==> config.mk <==
export PLATFORM = sky130hd
export DESIGN_NAME = uart_byte_transmitter
export DESIGN_NICKNAME = d
export VERILOG_FILES = /design/src/rtl/uart_byte_transmitter.sv
export SDC_FILE = /design/constraint.sdc
export NUM_CORES = 1
export LEC_CHECK = 0
export ABC_AREA = 1
export BUFFER_PORTS_ARGS = -buffer_cell sky130_fd_sc_hd__buf_2
export CORE_UTILIZATION = 33
export CTS_CLUSTER_DIAMETER = 100
export DETAILED_ROUTE_END_ITERATION = 12
export GPL_ROUTABILITY_DRIVEN = 0
export HOLD_SLACK_MARGIN = 0.02
export PLACE_DENSITY = 0.47
export SYNTH_ARGS = -nofsm -noshare
export SYNTH_HDL_FRONTEND = slang
export SYNTH_SLANG_ARGS = --single-unit
==> constraint.sdc <==
create_clock -name clk_in -period 1.4 [get_ports clk_in]
set_clock_uncertainty 0.05 [all_clocks]
set_input_delay 0.28 -clock clk_in [delete_from_list [all_inputs] [get_ports clk_in]]
set_output_delay 0.28 -clock clk_in [all_outputs]
set_load 0.01 [all_outputs]
==> src/rtl/uart_byte_transmitter.sv <==
// 8N1 UART byte transmitter, LSB first, idle-high line.
// A rising edge on tx_start while idle latches tx_data and sends one 10-slot frame.
module uart_byte_transmitter #(
  parameter int CLK_FREQ  = 50000000,
  parameter int BAUD_RATE = 9600
) (
  input  logic       clk_in,
  input  logic       rst_n_in,
  input  logic       tx_start,
  input  logic [7:0] tx_data,
  output logic       tx_done,
  output logic       tx_state,
  output logic       rs232_tx
);

  // Clocks per bit slot; must stay within 2..65535 to fit the 16-bit baud counter.
  localparam int         BPS       = CLK_FREQ / BAUD_RATE;
  localparam logic [15:0] BAUD_LAST = 16'(BPS - 1);
  localparam logic [3:0]  LAST_SLOT = 4'd9;

  typedef enum logic {
    IDLE,
    SEND
  } state_e;

  state_e      state_q, state_d;
  logic        tx_start_q;
  logic [7:0]  data_q, data_d;
  logic [15:0] baud_q, baud_d;
  logic [3:0]  bit_q, bit_d;
  logic        line_q, line_d;
  logic        done_q, done_d;
  logic        start_edge;

  assign start_edge = tx_start & ~tx_start_q;

  always_ff @(posedge clk_in or negedge rst_n_in) begin
    if (!rst_n_in) begin
      state_q    <= IDLE;
      tx_start_q <= 1'b0;
      data_q     <= 8'd0;
      baud_q     <= 16'd0;
      bit_q      <= 4'd0;
      line_q     <= 1'b1;
      done_q     <= 1'b0;
    end else begin
      state_q    <= state_d;
      tx_start_q <= tx_start;
      data_q     <= data_d;
      baud_q     <= baud_d;
      bit_q      <= bit_d;
      line_q     <= line_d;
      done_q     <= done_d;
    end
  end

  always_comb begin
    state_d = state_q;
    data_d  = data_q;
    baud_d  = baud_q;
    bit_d   = bit_q;
    line_d  = line_q;
    done_d  = 1'b0;
    case (state_q)
      IDLE: begin
        baud_d = 16'd0;
        bit_d  = 4'd0;
        line_d = 1'b1;
        if (start_edge) begin
          state_d = SEND;
          data_d  = tx_data;
          line_d  = 1'b0;
        end
      end
      SEND: begin
        if (baud_q == BAUD_LAST) begin
          baud_d = 16'd0;
          if (bit_q == LAST_SLOT) begin
            state_d = IDLE;
            bit_d   = 4'd0;
            line_d  = 1'b1;
            done_d  = 1'b1;
          end else begin
            // Slot bit_q+1 carries data bit bit_q; slot 9 is the stop bit.
            bit_d  = bit_q + 4'd1;
            line_d = (bit_q == 4'd8) ? 1'b1 : data_q[bit_q[2:0]];
          end
        end else begin
          baud_d = baud_q + 16'd1;
        end
      end
      default: state_d = IDLE;
    endcase
  end

  assign tx_state = (state_q == SEND);
  assign tx_done  = done_q;
  assign rs232_tx = line_q;

endmodule

==> flow_summary.ini <==
[status]
status = finished clean

[logic_synthesis]
yosysWarnings = 0
synth.area.top_cells = dfrtp_1 46%, nand2_1 10%, nor2_1 8.2%, inv_1 6.0%, nand3_1 5.6%
ys_ff_latch = 32
avgSynthCellArea_um2 = 7.89
synth_ff_type = dfrtp_1
yosysMostFrequentCell = nand2_1
synth_area_um2 = 1690
synth_common_cells = 45 x nand2_1, 37 x nor2_1, 31 x dfrtp_1
synth.distinct_cells = 29
ys_seq_area_share_pct = 47.5
yosys.area.top_type = dfrtp_1
synth_top_area_share_pct = 45.9
syn-num-nets = 226
synth_edf_count = 0
async_flop_share_pct = 100
synthCells = 214

[drt]
dr.pass1.iters = 4
vias = 1465
drc = 0
wl_per_cell_um = 11.6
vias_per_cell = 4.62
antenna_left = 0
drt_iter0_markers = 56
drt-total-wl_um = 3690

[timing]
period_minus_slack_ns = 1.39
relSlewSlack_pct = 78.1
finalCritPeriodShare_pct = 99.1
setup_viol = 0
fin_ws_ns = 0.0120
hold_violations = 0
worstMarginPinSlew_ns = 0.329
drv_slew = 0
rsz0062_at_grt = yes
achievable-frequency_ghz = 0.720

[grt]
grt_max_degree = 22
overflow = 0
grt_pass1_wl_um = 6200
grt_pass1_vias = 1398
antenna_found_initial = 0
gr-usage-all-layers_pct = 15.4

[placed_design]
pre_cts_ws_ns = -0.0510
place_inst = 303
dp_hpwl_um = 2650
io_buffer_count = 13

[critical_path]
crit_required_ns = 1.52
crit_end = bit_q[3]
r2r_slack_ns = 0.01
rr_startpoint = baud_q[1]
cp_max_fo = 4
critPathArrivalTime_ns = 1.51
cp-startpoint = baud_q[1]
worst-setup-path-type = reg2reg
cp-end-kind = register
worst_setup_path_start_kind = register
reg2regPathDepth = 9
rr_endpoint = bit_q[3]

[cells_and_area]
stdcell_count = 317
area_delta_synth_final_pct = 29.0
drive_above_1_share_pct = 30.4
finalNetCount = 261
antenna_cells = 0

[floorplanning]
core_um2 = 4820
fp.dieH_um = 73.5
rows = 25
start_util_pct = 35.1
die_w_um = 73.5
num_io_pins = 14
dieArea_um2 = 5410

[clock_network]
cts_buffer_depth = 2
worstSkewPairLatency_ns = 0.28
cts_buffers = 5
cts_tree = done
cts_sinks = 32
clk_pin_slew_worst_paths_ns = 0.07
cts-root-buf = clkbuf_8
h-tree-depth = 2

[power]
irDropWorstVdd_mv = 0.537
power.density_nw_per_um2 = 892
p_leak_nw = 1.10
power_w = 0.00194

[min_path]
hold_depth = 1
worstHoldPathType = in2reg

[run]
maxCapViolations = 0
==> sequential cells by signal, indices dropped and copies added (netlist names) <==
signal,cells
baud_q,16
data_q,8
bit_q,4
rs232_tx,1
tx_done,1
tx_start_q,1
tx_state,1
==> layout by cell type (no fill, tap or decap) <==
cell type      Yosys  final
a21oi_1            7      7
nand2_1           45     40
nor2_1            37     33
nand4_1            3      3
nand3b_2           1      1
nor2_4             1      3
dlygate4sd3_1      0      1
nand3_1           19     16
nand3_2            2      5
inv_1             27     25
nor3_1             5      3
nand2_4            2      2
buf_4              1     14
clkbuf_8           0      7
a31oi_1            1      1
inv_2              1      3
nand2_2            2      8
dfrtp_1           31     31
nor3_2             1      3
o21ai_1            2      2
nand2_8            0      1
o21bai_1           2      2
mux2_2             3      3
ha_2               0      1
xnor2_1            1      1
buf_12             0      1
buf_6              1      2
nor2_2             4      6
buf_2              2     13
xor2_1             5      5
o21ai_2            0      1
bufinv_16          0      1
dfstp_2            1      1
o21ai_0            5      4
==> critical path, stage by stage, from the launching register on <==
cell and delay (ns):
dfrtp_1 0.35, ha_2 0.19, nand2_2 0.08, inv_2 0.07, nand2_2 0.06, nor2_4 0.14, buf_4 0.12, nand2_2 0.08
nand3_1 0.09, nand2_1 0.05
==> area by class of cell <==
cell class	instances	area [um2]
fill	517	2640
multi-input combinational	151	840
sequential	32	802
timing repair buffer	31	223
inverter	28	105
clock buffer	7	96.3
tap	67	83.8
clock inverter	1	30.0
==> worst min path at each step <==
stage	to	start	slack, ns
finish	tx_start_q	tx_start	0.08
global route	tx_start_q	tx_start	0.07
CTS	tx_start_q	tx_start	0.07
detailed placement	baud_q[15]	rst_n_in	0.15
global placement	baud_q[15]	rst_n_in	0.15
floorplan	baud_q[0]	rst_n_in	-0.07
==> where the power goes <==
group	total [W]	leakage [nW]	switching (W)	internal [W]
Sequential	0.000926	0.396	0.000000234	0.000926
Combinational	0.0000409	0.636	0.0000231	0.0000178
Clock	0.000977	0.0645	0.000348	0.000628
==> routing by layer <==
metal | vias up | share of wire (%) | wire, um | track usage, %
li1 | 744 | - | - | -
met1 | 690 | 44 | 1610 | 18.5
met2 | 25 | 52 | 1910 | 26.5
met3 | 6 | 3.3 | 120 | 4.25
met4 | 0 | 1.1 | 42 | 5.13
met5 | - | 0 | 0 | 0
==> kinds of logic after synthesis <==
| family | share of synthesized area, % |
|---|---|
| AO/OA/AOI/OAI | 5.41 |
| XOR/XNOR | 3.11 |
| adder cells (fa/ha/maj) | 0.741 |
| multiplexers | 2.00 |
| flip-flops | 47.5 |
| buffers and inverters | 8.15 |
| AND/OR/NAND/NOR | 33.1 |
==> timing repair <==
action	in CTS	in global routing
setup endpoints to repair	10	16
gates resized for setup	3	21
setup buffers	0	3
gates cloned	0	2
hold buffers	1	0
endpoints found under the hold margin	10	0
pin swaps	1	11
==> metrics by stage <==
step / hold WS (ns) / TNS [ns] / instance area, um2 / utilization [%]
2_1_floorplan: -0.0656 / 0 / 1690 / -
3_3_place_gp: 0.145 / -0.00916 / 1920 / 39.9
3_5_place_dp: 0.151 / -0.234 / 1920 / 39.9
4_1_cts: 0.0748 / 0 / 2080 / 43.1
5_1_grt: 0.0653 / -0.673 / 2180 / 45.2
6_report: 0.0827 / 0 / 2180 / 45.2
(Power assumes the default switching activity.)
